[config.mk]
export PLATFORM = sky130hd
export DESIGN_NAME = mdct_quant_pack
export DESIGN_NICKNAME = d
export VERILOG_FILES = /design/src/rtl/mdct_pkg.sv /design/src/rtl/coef_skid_fifo.sv /design/src/rtl/mdct_quant_pack.sv
export SDC_FILE = /design/constraint.sdc
export NUM_CORES = 1
export LEC_CHECK = 0
export CAP_MARGIN = 20
export CORE_MARGIN = 5
export CORE_UTILIZATION = 50
export DETAILED_ROUTE_END_ITERATION = 10
export GPL_TIMING_DRIVEN = 0
export PLACE_DENSITY = 0.74
export SLEW_MARGIN = 40
export SYNTH_ARGS = -nofsm -noshare
export SYNTH_HDL_FRONTEND = slang
export SYNTH_SLANG_ARGS = --single-unit
[constraint.sdc]
create_clock -name clk_in -period 7.2 [get_ports clk_in]
set_input_delay 1.08 -clock clk_in [delete_from_list [all_inputs] [get_ports clk_in]]
set_output_delay 1.08 -clock clk_in [all_outputs]
set_load 0.1 [all_outputs]
[src/rtl/mdct_pkg.sv]
// Shared constants and FSM encoding for the MDCT coefficient quantize/pack stage.
package mdct_pkg;

    localparam int N_COEF  = 256;
    localparam int ADDR_W  = 9;
    localparam int IN_W    = 16;
    localparam int Q_W     = 8;
    localparam int MAG_W   = IN_W - 1;
    localparam int SHIFT_W = 4;

    typedef enum logic [2:0] {
        ST_IDLE = 3'd0,
        ST_SCAN = 3'd1,
        ST_CALC = 3'd2,
        ST_HDR  = 3'd3,
        ST_EMIT = 3'd4,
        ST_DONE = 3'd5
    } state_t;

endpackage

[src/rtl/coef_skid_fifo.sv]
// Two-entry FIFO holding quantized bytes plus their last flag between BRAM read and stream output.
module coef_skid_fifo
    import mdct_pkg::*;
#(
    parameter int W = Q_W + 1
) (
    input  logic         clk_in,
    input  logic         rst_n,
    input  logic         push_i,
    input  logic [W-1:0] push_data_i,
    input  logic         pop_i,
    output logic [W-1:0] head_o,
    output logic         full_o,
    output logic         empty_o,
    output logic [1:0]   count_o
);

    logic [W-1:0] mem_q [2];
    logic         wr_ptr_q;
    logic         rd_ptr_q;
    logic [1:0]   count_q;

    // Caller never pushes into a full FIFO without a same-cycle pop, nor pops when empty.
    always_ff @(posedge clk_in or negedge rst_n) begin
        if (!rst_n) begin
            mem_q[0] <= '0;
            mem_q[1] <= '0;
            wr_ptr_q <= 1'b0;
            rd_ptr_q <= 1'b0;
            count_q  <= 2'd0;
        end else begin
            if (push_i) begin
                mem_q[wr_ptr_q] <= push_data_i;
                wr_ptr_q        <= ~wr_ptr_q;
            end
            if (pop_i) begin
                rd_ptr_q <= ~rd_ptr_q;
            end
            case ({push_i, pop_i})
                2'b10:   count_q <= count_q + 2'd1;
                2'b01:   count_q <= count_q - 2'd1;
                default: count_q <= count_q;
            endcase
        end
    end

    assign head_o  = mem_q[rd_ptr_q];
    assign full_o  = (count_q == 2'd2);
    assign empty_o = (count_q == 2'd0);
    assign count_o = count_q;

endmodule

[src/rtl/mdct_quant_pack.sv]
// Reads a frame of MDCT coefficients twice: peak scan, then block-floating-point quantize
// to bytes streamed out as one header byte followed by N_COEF coefficient bytes.
module mdct_quant_pack
    import mdct_pkg::*;
(
    input  logic              clk_in,
    input  logic              rst_n,
    input  logic              start,
    output logic              coef_en,
    output logic [ADDR_W-1:0] coef_addr,
    input  logic [IN_W-1:0]   coef_rdata,
    output logic [Q_W-1:0]    out_data,
    output logic              out_valid,
    input  logic              out_ready,
    output logic              out_last,
    output logic              busy,
    output logic              done,
    output logic [2:0]        dbg_state
);

    localparam logic [ADDR_W-1:0]  N_ADDR    = ADDR_W'(N_COEF);
    localparam logic [ADDR_W-1:0]  LAST_ADDR = ADDR_W'(N_COEF - 1);
    localparam logic [SHIFT_W-1:0] FRAC_BITS = SHIFT_W'(Q_W - 1);
    localparam logic signed [IN_W:0] SAT_HI  = (IN_W+1)'(127);
    localparam logic signed [IN_W:0] SAT_LO  = -(IN_W+1)'(128);

    function automatic logic [MAG_W-1:0] peak_mag(input logic [IN_W-1:0] x);
        if (x == {1'b1, {(IN_W-1){1'b0}}}) begin
            return {MAG_W{1'b1}};
        end else if (x[IN_W-1]) begin
            return MAG_W'(-x);
        end
        return x[MAG_W-1:0];
    endfunction

    function automatic logic [SHIFT_W-1:0] bit_length(input logic [MAG_W-1:0] v);
        logic [SHIFT_W-1:0] b;
        b = '0;
        for (int i = 0; i < MAG_W; i++) begin
            if (v[i]) b = SHIFT_W'(i + 1);
        end
        return b;
    endfunction

    // Round half up, then floor-shift in 17 bits so x=32767 plus rounding cannot wrap.
    function automatic logic [Q_W-1:0] quantize(input logic [IN_W-1:0] x,
                                                 input logic [SHIFT_W-1:0] s);
        logic signed [IN_W:0] t;
        logic signed [IN_W:0] rnd;
        t = $signed({x[IN_W-1], x});
        if (s != '0) begin
            rnd = (IN_W+1)'(1) << (s - SHIFT_W'(1));
            t   = (t + rnd) >>> s;
        end
        if (t > SAT_HI) return 8'h7f;
        if (t < SAT_LO) return 8'h80;
        return t[Q_W-1:0];
    endfunction

    state_t             state_q;
    logic [ADDR_W-1:0]  addr_q;
    logic [MAG_W-1:0]   max_q;
    logic [SHIFT_W-1:0] shift_q;
    logic               rvalid_q;
    logic               rlast_q;

    logic [MAG_W-1:0]   mag_in;
    logic [SHIFT_W-1:0] shift_d;
    logic               emitting;
    logic               emit_rd;
    logic               push;
    logic               pop;
    logic [2:0]         occ;
    logic [Q_W:0]       fifo_head;
    logic               fifo_full;
    logic               fifo_empty;
    logic [1:0]         fifo_count;

    always_comb begin
        mag_in   = peak_mag(coef_rdata);
        shift_d  = (bit_length(max_q) > FRAC_BITS) ? bit_length(max_q) - FRAC_BITS : '0;
        emitting = (state_q == ST_HDR) || (state_q == ST_EMIT);
        pop      = (state_q == ST_EMIT) && !fifo_empty && out_ready;
        push     = rvalid_q && emitting && (!fifo_full || pop);
        // Count the same-cycle pop so a steady ready stream keeps one read per cycle.
        occ      = 3'(fifo_count) + 3'(rvalid_q) - 3'(pop);
        emit_rd  = emitting && (addr_q != N_ADDR) && (occ < 3'd2);
        coef_en  = ((state_q == ST_SCAN) && (addr_q != N_ADDR)) ||
                   (state_q == ST_CALC) || emit_rd;
    end

    always_ff @(posedge clk_in or negedge rst_n) begin
        if (!rst_n) begin
            state_q  <= ST_IDLE;
            addr_q   <= '0;
            max_q    <= '0;
            shift_q  <= '0;
            rvalid_q <= 1'b0;
            rlast_q  <= 1'b0;
        end else begin
            rvalid_q <= coef_en;
            rlast_q  <= coef_en && (addr_q == LAST_ADDR);
            if ((state_q == ST_SCAN) && rvalid_q && (mag_in > max_q)) begin
                max_q <= mag_in;
            end
            case (state_q)
                ST_IDLE: begin
                    if (start) begin
                        state_q <= ST_SCAN;
                        addr_q  <= '0;
                        max_q   <= '0;
                    end
                end
                ST_SCAN: begin
                    if (addr_q != N_ADDR) begin
                        addr_q <= addr_q + ADDR_W'(1);
                    end else begin
                        state_q <= ST_CALC;
                        addr_q  <= '0;
                    end
                end
                ST_CALC: begin
                    shift_q <= shift_d;
                    addr_q  <= ADDR_W'(1);
                    state_q <= ST_HDR;
                end
                ST_HDR: begin
                    if (emit_rd) addr_q <= addr_q + ADDR_W'(1);
                    if (out_ready) state_q <= ST_EMIT;
                end
                ST_EMIT: begin
                    if (emit_rd) addr_q <= addr_q + ADDR_W'(1);
                    if (pop && fifo_head[Q_W]) state_q <= ST_DONE;
                end
                ST_DONE: begin
                    addr_q  <= '0;
                    state_q <= ST_IDLE;
                end
                default: state_q <= ST_IDLE;
            endcase
        end
    end

    coef_skid_fifo #(.W(Q_W + 1)) u_fifo (
        .clk_in      (clk_in),
        .rst_n       (rst_n),
        .push_i      (push),
        .push_data_i ({rlast_q, quantize(coef_rdata, shift_q)}),
        .pop_i       (pop),
        .head_o      (fifo_head),
        .full_o      (fifo_full),
        .empty_o     (fifo_empty),
        .count_o     (fifo_count)
    );

    // Stream valid/ready: a byte transfers on a cycle with out_valid && out_ready; once
    // out_valid rises, out_data/out_last hold until that transfer.
    always_comb begin
        out_valid = (state_q == ST_HDR) || ((state_q == ST_EMIT) && !fifo_empty);
        out_data  = '0;
        if (state_q == ST_HDR) begin
            out_data = {{(Q_W-SHIFT_W){1'b0}}, shift_q};
        end else if (state_q == ST_EMIT) begin
            out_data = fifo_head[Q_W-1:0];
        end
        out_last  = (state_q == ST_EMIT) && !fifo_empty && fifo_head[Q_W];
        busy      = (state_q != ST_IDLE);
        done      = (state_q == ST_DONE);
        coef_addr = addr_q;
        dbg_state = state_q;
    end

endmodule

# == Yosys cells after proc, flatten, opt, wreduce, memory -nomap -nowiden ==
# Cells that the tools add are included.
# classes
add_sub_neg,9
n_lt_le_gt_ge,8
eq_ne,16
n_shift,2
n_mux,50
bitwise_logic,4
reduce_logical,29
# op_table
op,count
$mux 15,6
$mux 9,7
$mux 4,15
$mux 8,6
$pmux 9 s5,1
$bwmux 18,1
$add 16x17->17,1
$gt 17x8->1 const B,1
$lt 17x8->1 const B,1
$mux 17,1
$shl 1x4->17 const A,1
$sshr 17x4->17,1
$eq 16x16->1 const B,1
$gt 15x15->1,1
$neg 15->15,1
$pmux 3 s5,1
$logic_and 1x1->1,13
$mux 3,4
$add 9x1->9 const B,1
$demux 9 s1,1
$eq 9x8->1 const B,1
$ne 9x9->1 const B,1
$ne 2x2->1 const B,4
$eq 3x2->1 const B,2
other kinds (30),45
# word_totals
regBits,55
inputBits,20
word_cells,129

# == Logic depth before layout (Yosys ltp) ==
# Gate-level depths: netlist of the first run.
# depth
word_depth,17
depth_mapped,22
ltp_nobuf,21

# == By module ==
# Synthesis of the first run repeated with hierarchy kept, for this count alone.
# unflattened
hier_cells,742
hier_area_um2,5868.1
# modules_own_cells
mod,n_inst,cells_each,area_per_inst_um2,seq_area_each_um2
mdct_quant_pack,1,680,4917.2,825.8
coef_skid_fifo,1,62,950.9,550.5

# == Worst setup path before layout of the first run ==
# No wires, ideal clock.
# synth_timing
path_kind,input to register
from,in coef_rdata[1]
to,reg max_q[10]
setup_time_ns,0.125
arrival_time_ns,6.003
required_ns,7.075
slack_ns,1.073
path_stages,22
cell_sequence,inv_1 > ha_1 > nand2_1 > or3_1 > or3_1 > or3_1 > or3_1 > nor3b_1 > o21ai_0 > o21ai_0 > ha_1 > nor2b_1 > o21a_1 > o21a_1 > o21a_1 > o21a_1 > o21a_1 > o211ai_1 > a211oi_1 > o31ai_1 > clkbuf_1 > mux2_2
# synth_between
elab_chain_len,9
# synth_lines
item,line_no,source
from (decl),mdct_quant_pack.sv:11,"input logic [IN_W-1:0] coef_rdata,"
$neg 15->15,mdct_quant_pack.sv:31,return MAG_W'(-x);
$mux 15,mdct_quant_pack.sv:30,end else if (x[IN_W-1]) begin
$mux 15,mdct_quant_pack.sv:28,"if (x == {1'b1, {(IN_W-1){1'b0}}}) begin"
$mux 15 (*),mdct_quant_pack.sv:33,return x[MAG_W-1:0];
$gt 15x15->1,mdct_quant_pack.sv:103,if ((state_q == ST_SCAN) && rvalid_q && (mag_in > max_q)) begin
$logic_and 1x1->1,mdct_quant_pack.sv:103,
$mux 15 (*),mdct_quant_pack.sv:103,
$mux 15,mdct_quant_pack.sv:108,if (start) begin
$mux 15 (*),mdct_quant_pack.sv:106,case (state_q)
to (signal assigned),mdct_quant_pack.sv:104,max_q <= mag_in;
to (decl),mdct_quant_pack.sv:62,logic [MAG_W-1:0] max_q;
# Every way passes the cells marked *; elsewhere a longest branch is shown, timed or not. The select of a mux whose other input is x is not followed.
# A chain may end at the register's enable or synchronous reset.

# == Worst setup path in the final report of the first run ==
# layout_timing
from,in coef_rdata[1]
to,reg max_q[13]
# Same word-level chain as after synthesis.

==> qor.csv, run 1 <==
metric,value,unit
grt_pass1_vias,5862,
hold_viol_final,0,
tns,0,ns
synth.most_common_cell,nand2_1,
min_path_type,reg2reg,
routed_wl,18.5,mm
internal_power,0.758,mW
timing.final.crit_share,0.947,
clk_latency,0.31,ns
fin_nets,867,
die_w,118,um
drive_gt1_frac,0.113,
rsz0062_at_grt,false,
numPortBuffers,43,
critical_path_peak_fanout,10,
p_switching,0.951,mW
cts_buffers,5,
min_period,6.82,ns
async_reset_ff_frac,1.00,
syn-num-nets,816,
fp.dieH,118,um
grtUsageMet3,0.0356,
ys_seq_area_frac,0.235,
fillers,1081,
vias,6098,
num_antenna_cells,0,
grt.overflow.total,0,
grt_max_degree,29,
rrSetupSlack,1.63,ns
firstDrtPassIters,5,
fmax,147,MHz
route.detailed.drc,0,
cp-startpoint,coef_rdata[1],
clockBufferDepth,2,
cts_max_level,2,
met2_usage,0.397,
outcome,finished clean,
postSynthAreaPerCell,7.73,um2
setup.worst_path.class,in2reg,
worstRegToRegCells,17,
startpoint_type,input port,
ant_nets,0,
cts.repair.resized,0,
arrival,7.01,ns
p_seq_frac,0.264,
maxSlewViolCount,0,
cts_tree,yes,
synthToLayoutAreaGrowth,11.3,%
synth.area.top_cells,"dfrtp_1 24%, ha_1 8.1%, nand2_1 6.6%",
synth-main-ff-cell,dfrtp_1,
yosys_warnings,0,
holdPathStages,1,
routedWlPerCell,19.4,um
cts_root_buf,clkbuf_16,
drt_iter0_drc,562,
worstHoldStart,u_fifo.mem_q[16]$_DFFE_PN0P_,
end_kind,register,
reg2reg_to,u_fifo.mem_q[11]$_DFFE_PN0P_,
place_congestion,0.937,
start_util,0.512,
via_per_inst,6.41,
r2r_start,shift_q[1]$_DFFE_PN0P_,
grt_usage,0.256,
synth_cell_types,78,
fin_util,0.569,
rows,39,
design_area,0.00650,mm2
fin_skew,0.0146,ns
final-setup-viol-count,0,
power_density,263,mW/mm2
power,1.71,mW
antenna_found_initial,0,
synth-edff-count,0,
dp_hpwl,14.3,mm
dpl_cell_area,0.00635,mm2
p_comb_frac,0.584,
grt_most_used_layer,met2,
hold-path-endpoint,u_fifo.mem_q[16]$_DFFE_PN0P_,
max_slew.worst_pin.slew,0.760,ns
ioPinCount,45,
cts.sinks,55,
core,0.0114,mm2
syn-cell-area,0.00584,mm2
maxCapViolations,0,
clk_pin_slew_worst_paths,0.08,ns
synth_top_area_frac,0.235,
met1_usage,0.360,
floorplan.die_area,0.0140,mm2
power.leakage,2.79,nW
synth_common_cells,"103 x nand2_1, 97 x nor2_1, 55 x dfrtp_1",
pwr-share-clk,0.152,
relSlewSlack,0.493,
syn_inst,756,
post_cts_buffers,0,
worst_ep_required_time,7.39,ns
cts_hold_buf,0,
synth-seq-cells,55,
switching_share,0.557,
ir_worst_vdd,449,uV
grt_pass1_wl,29.8,mm
synth_area_leader_cell,dfrtp_1,
-- logic make-up after synthesis --
logic type,count (synthesis),share of synthesized area
fa+ha+maj,40,0.0882
flops,55,0.235
buf+inv,69,0.0531
mux,37,0.0796
compound gates,218,0.259
xor+xnor,28,0.0420
simple gates,309,0.243
-- worst max path at each step --
stage | depth (start not counted) | endpoint | slack (ns)
after floorplan | 22 | max_q[10]$_DFF_PN0_ | 1.07
after global placement | 23 | max_q[13]$_DFF_PN0_ | -0.16
after detailed placement | 23 | max_q[7]$_DFF_PN0_ | -0.21
after CTS | 23 | max_q[13]$_DFF_PN0_ | 0.09
after global routing | 23 | max_q[13]$_DFF_PN0_ | 0.09
final | 23 | max_q[13]$_DFF_PN0_ | 0.38
-- state kept, by name (all words and copies together), names as in the netlist --
name,flops
coef_addr,9
dbg_state,3
max_q,15
rlast_q,1
rvalid_q,1
shift_q,4
u_fifo.count_o,2
u_fifo.mem_q,18
u_fifo.rd_ptr_q,1
u_fifo.wr_ptr_q,1
-- critical path: stages --
cell and delay (ns):
clkdlybuf4s50_1 0.49, inv_1 0.20, ha_1 0.20, nand2_1 0.09
or3_1 0.34, or3_1 0.33, or3_1 0.37, or3_1 0.41
nor3b_1 0.37, o21ai_0 0.12, o21ai_0 0.16, ha_1 0.31
nor2b_1 0.14, o21a_1 0.16, o21a_1 0.17, o21a_1 0.19
o21a_1 0.16, o21a_1 0.16, o211ai_1 0.16, a211oi_1 0.14
o31ai_2 0.52, clkbuf_2 0.37, mux2_2 0.38
-- stage by stage --
step | worst slack, ns | std cells | hold slack, ns
floorplan | 1.07 | 756 | 0.439
global placement | -0.160 | 942 | 0.460
detailed placement | -0.215 | 943 | 0.466
CTS | 0.0897 | 951 | 0.481
global route | 0.0881 | 951 | 0.487
finish | 0.381 | 951 | 0.484
-- power groups by stage --
stage | Sequential, mW | Combinational, mW | Clock, mW
global placement | 0.452 | 1.04 | 0
finish | 0.451 | 0.998 | 0.259
global route | 0.460 | 1.06 | 0.276
floorplan | 0.552 | 0.702 | 0
detailed placement | 0.455 | 0.996 | 0
CTS | 0.450 | 1.00 | 0.257
-- final cells by class --
class                      count  area [um2]  area share
multi-input combinational    632        4160       0.640
sequential                    55        1380       0.212
timing repair buffer          44         323      0.0496
tap                          143         179      0.0275
buffer                        33         176      0.0271
inverter                      36         135      0.0208
clock buffer                   5         125      0.0192
clock inverter                 3        25.0     0.00385
-- cells in the final DEF (no fill, tap or decap), types with 6 or more instances in the layout --
master / count
a21o_1: 11
o211ai_1: 12
nor2_1: 97
o21a_1: 9
ha_1: 38
dfrtp_1: 55
a2111oi_0: 7
nor3_1: 26
o21ai_0: 52
and2_1: 6
buf_2: 26
clkdlybuf4s50_1: 17
mux2i_1: 15
inv_1: 35
or3_1: 8
xnor2_1: 11
xor2_1: 17
nand3_1: 18
a21oi_1: 48
nand2_1: 103
o31ai_1: 14
and3_1: 8
clkbuf_1: 22
a221oi_1: 7
nand2b_1: 7
nor4_1: 9
mux4_2: 6
mux2_2: 16
nand4_1: 7
-- metal layers --
layer | routed length [um] | vias up
met5 | 0 | -
met4 | 511 | 0
met3 | 1230 | 32
met2 | 8330 | 269
met1 | 8400 | 2920
li1 | - | 2877
No activity file was read; power rests on OpenSTA's default activity.
==> run 2: changes to the inputs <==
--- a/config.mk
+++ b/config.mk
@@ -9,8 +9,8 @@
 export CORE_MARGIN = 5
 export CORE_UTILIZATION = 50
 export DETAILED_ROUTE_END_ITERATION = 10
-export GPL_TIMING_DRIVEN = 0
-export PLACE_DENSITY = 0.74
+export GPL_TIMING_DRIVEN = 1
+export PLACE_DENSITY = 0.77
 export SLEW_MARGIN = 40
 export SYNTH_ARGS = -nofsm -noshare
 export SYNTH_HDL_FRONTEND = slang
==> constraint.sdc (replaced) <==
create_clock -name clk_in -period 6.2 [get_ports clk_in]
set_input_delay 0.93 -clock clk_in [delete_from_list [all_inputs] [get_ports clk_in]]
set_output_delay 0.93 -clock clk_in [all_outputs]
set_load 0.1 [all_outputs]
==> run 2 against run 1 <==
  * Critical path depth unchanged
  * Routed wire length down 5.9%
  * Hold slack lost 0.012 ns
  * Via count shrank 0.80%
  * Sequential cell count did not move
  * Clock power is 6% higher
  * Clock-buffer cell count is the same
  * Register-to-register slack lost 0.89 ns
  * Sequential power is 20% higher
  * Clock skew decreased by 0.0091 ns
==> qor.csv, run 2 (synthesized netlist as in run 1, its figures left out) <==
metric,value,unit,change
num_antenna_cells,0,,unchanged
ir_worst_vdd,439,uV,-2.2%
rows,39,,unchanged
routedWlPerCell,18.5,um,-4.5%
start_util,0.512,,unchanged
cts_tree,yes,,
maxCapViolations,0,,unchanged
dp_hpwl,13.4,mm,-6.4%
worst_ep_required_time,6.37,ns,-1.02 ns
rsz0062_at_grt,false,,
die_w,118,um,unchanged
multiInputGateArea,0.00417,mm2,about the same
drive_gt1_frac,0.128,,+0.0157
end_kind,register,,
arrival,5.94,ns,-1.07 ns
post_cts_buffers,0,,unchanged
ioPinCount,45,,unchanged
ant_nets,0,,unchanged
cts_hold_buf,0,,unchanged
clk_latency,0.29,ns,-0.02 ns
startpoint_type,input port,,
grt_max_degree,56,,+93%
largest_register,u_fifo.mem_q,,
crit_buf_inv,3,,unchanged
tns,0,ns,unchanged
core,0.0114,mm2,unchanged
clockBufferDepth,2,,unchanged
power.leakage,2.81,nW,+0.47%
firstDrtPassIters,6,,+1
max_slew.worst_pin.slew,0.878,ns,+0.118 ns
setup_slack,0.430,ns,+0.0483 ns
floorplan.die_area,0.0140,mm2,unchanged
fp.dieH,118,um,unchanged
cts.sinks,55,,unchanged
grt_pass1_vias,5897,,+0.60%
drt_iter0_drc,684,,+22%
fmax,173,MHz,
place_ws,0.139,ns,+0.354 ns
antenna_found_initial,0,,unchanged
outcome,finished clean,,
regArea,0.00138,mm2,unchanged
max_stage_delay,0.44,ns,-0.08 ns
cts_buffers,5,,unchanged
crit_chain,clkdlybuf4s50_1 > inv_1 > ha_1 > nand2_1 > or3_1 > or3_1 > or3_1 > or3_1 > nor3b_1 > o21ai_0 > o21ai_0 > ha_1 > nor2b_1 > o21a_1 > o21a_1 > o21a_1 > o21a_1 > o21a_1 > o211ai_1 > a211oi_1 > o31ai_2 > buf_4 > mux2_2,,
routed_wl,17.4,mm,-5.9%
whs,0.471,ns,-0.0122 ns
min_period,5.77,ns,
synthToLayoutAreaGrowth,10.5,%,
hold_viol_final,0,,unchanged
cp_top_family,simple AND/OR/NAND/NOR gates,,
fin_cells,938,,-1.4%
final-setup-viol-count,0,,unchanged
largest_reg_flops,18,,unchanged
cts_root_buf,clkbuf_16,,
clk_pin_slew_worst_paths,0.07,ns,about the same
route.detailed.drc,0,,unchanged
place_congestion,0.980,,+4.6%
layout_commonest_cell,nand2_1,,
via_per_inst,6.45,,+0.57%
path_common_cell,o21a_1,,
grt.overflow.total,0,,unchanged
power,1.96,mW,+15%
fin_nets,854,,-1.5%
setup.worst_path.class,in2reg,,
fin_skew,0.00550,ns,-0.00907 ns
mostFrequentLayoutCells,"103 x nand2_1, 96 x nor2_1, 55 x dfrtp_1",,
vias,6049,,-0.80%
grt_usage,0.245,,-0.0106
timing.final.crit_share,0.931,,
critical_path_peak_fanout,8,,-2
numPortBuffers,44,,+2.3%
fillers,1058,,-2.1%
cts.repair.resized,0,,unchanged
min_path_type,reg2reg,,
maxSlewViolCount,0,,unchanged
relSlewSlack,0.412,,-0.0808
power_density,304,mW/mm2,+16%
crit_slowest_cell,clkdlybuf4s50_1,,
cts_max_level,2,,unchanged
dp_cells,929,,-1.5%
grt_pass1_wl,29.3,mm,-1.4%
[run 2: where the power goes]
group	internal (mW)	switching [mW]	total, mW
logic	0.280	0.866	1.15
registers	0.450	0.0894	0.540
clock network	0.148	0.127	0.275
total	0.878	1.08	1.96
[run 2: final cells by class]
class / instances / share of cell area
Timing Repair Buffer: 64 / 0.0713
Clock inverter: 3 / 0.00233
Inverter: 36 / 0.0209
Sequential cell: 55 / 0.213
Clock buffer: 5 / 0.0194
Tap cell: 143 / 0.0277
Multi-Input combinational cell: 632 / 0.645
[run 2: final timing paths]
kind	from	to	slack (ns)	cells past startpoint
max in group asynchronous	rst_n	u_fifo.mem_q[0]$_DFFE_PN0P_	4.95	2
max reg2reg	shift_q[3]$_DFFE_PN0P_	u_fifo.mem_q[15]$_DFFE_PN0P_	0.74	16
max	coef_rdata[1]	max_q[6]$_DFF_PN0_	0.43	23
min	rlast_q$_DFF_PN0_	u_fifo.mem_q[17]$_DFFE_PN0P_	0.47	2
min in group asynchronous	rst_n	coef_addr[4]$_DFFE_PN0P_	0.76	2
min reg2reg	rlast_q$_DFF_PN0_	u_fifo.mem_q[17]$_DFFE_PN0P_	0.47	2
[run 2: metal layers]
layer	vias up	wire length [um]	track usage
li1	2849	-	-
met1	2862	7700	0.340
met2	299	7910	0.392
met3	39	1340	0.0375
met4	0	441	0.0781
met5	-	0	0
[run 2: tightest hold or removal path, stage by stage, from the launching register on]
cell and delay (ns):
dfrtp_1 0.35, nand2_1 0.05, nand2_1 0.05
[run 2: per-stage QoR]
step | utilization | cell area (um2)
global route | 0.565 | 6460
finish | 0.565 | 6460
floorplan | - | 5840
detailed placement | 0.552 | 6310
global placement | 0.563 | 6430
CTS | 0.565 | 6450
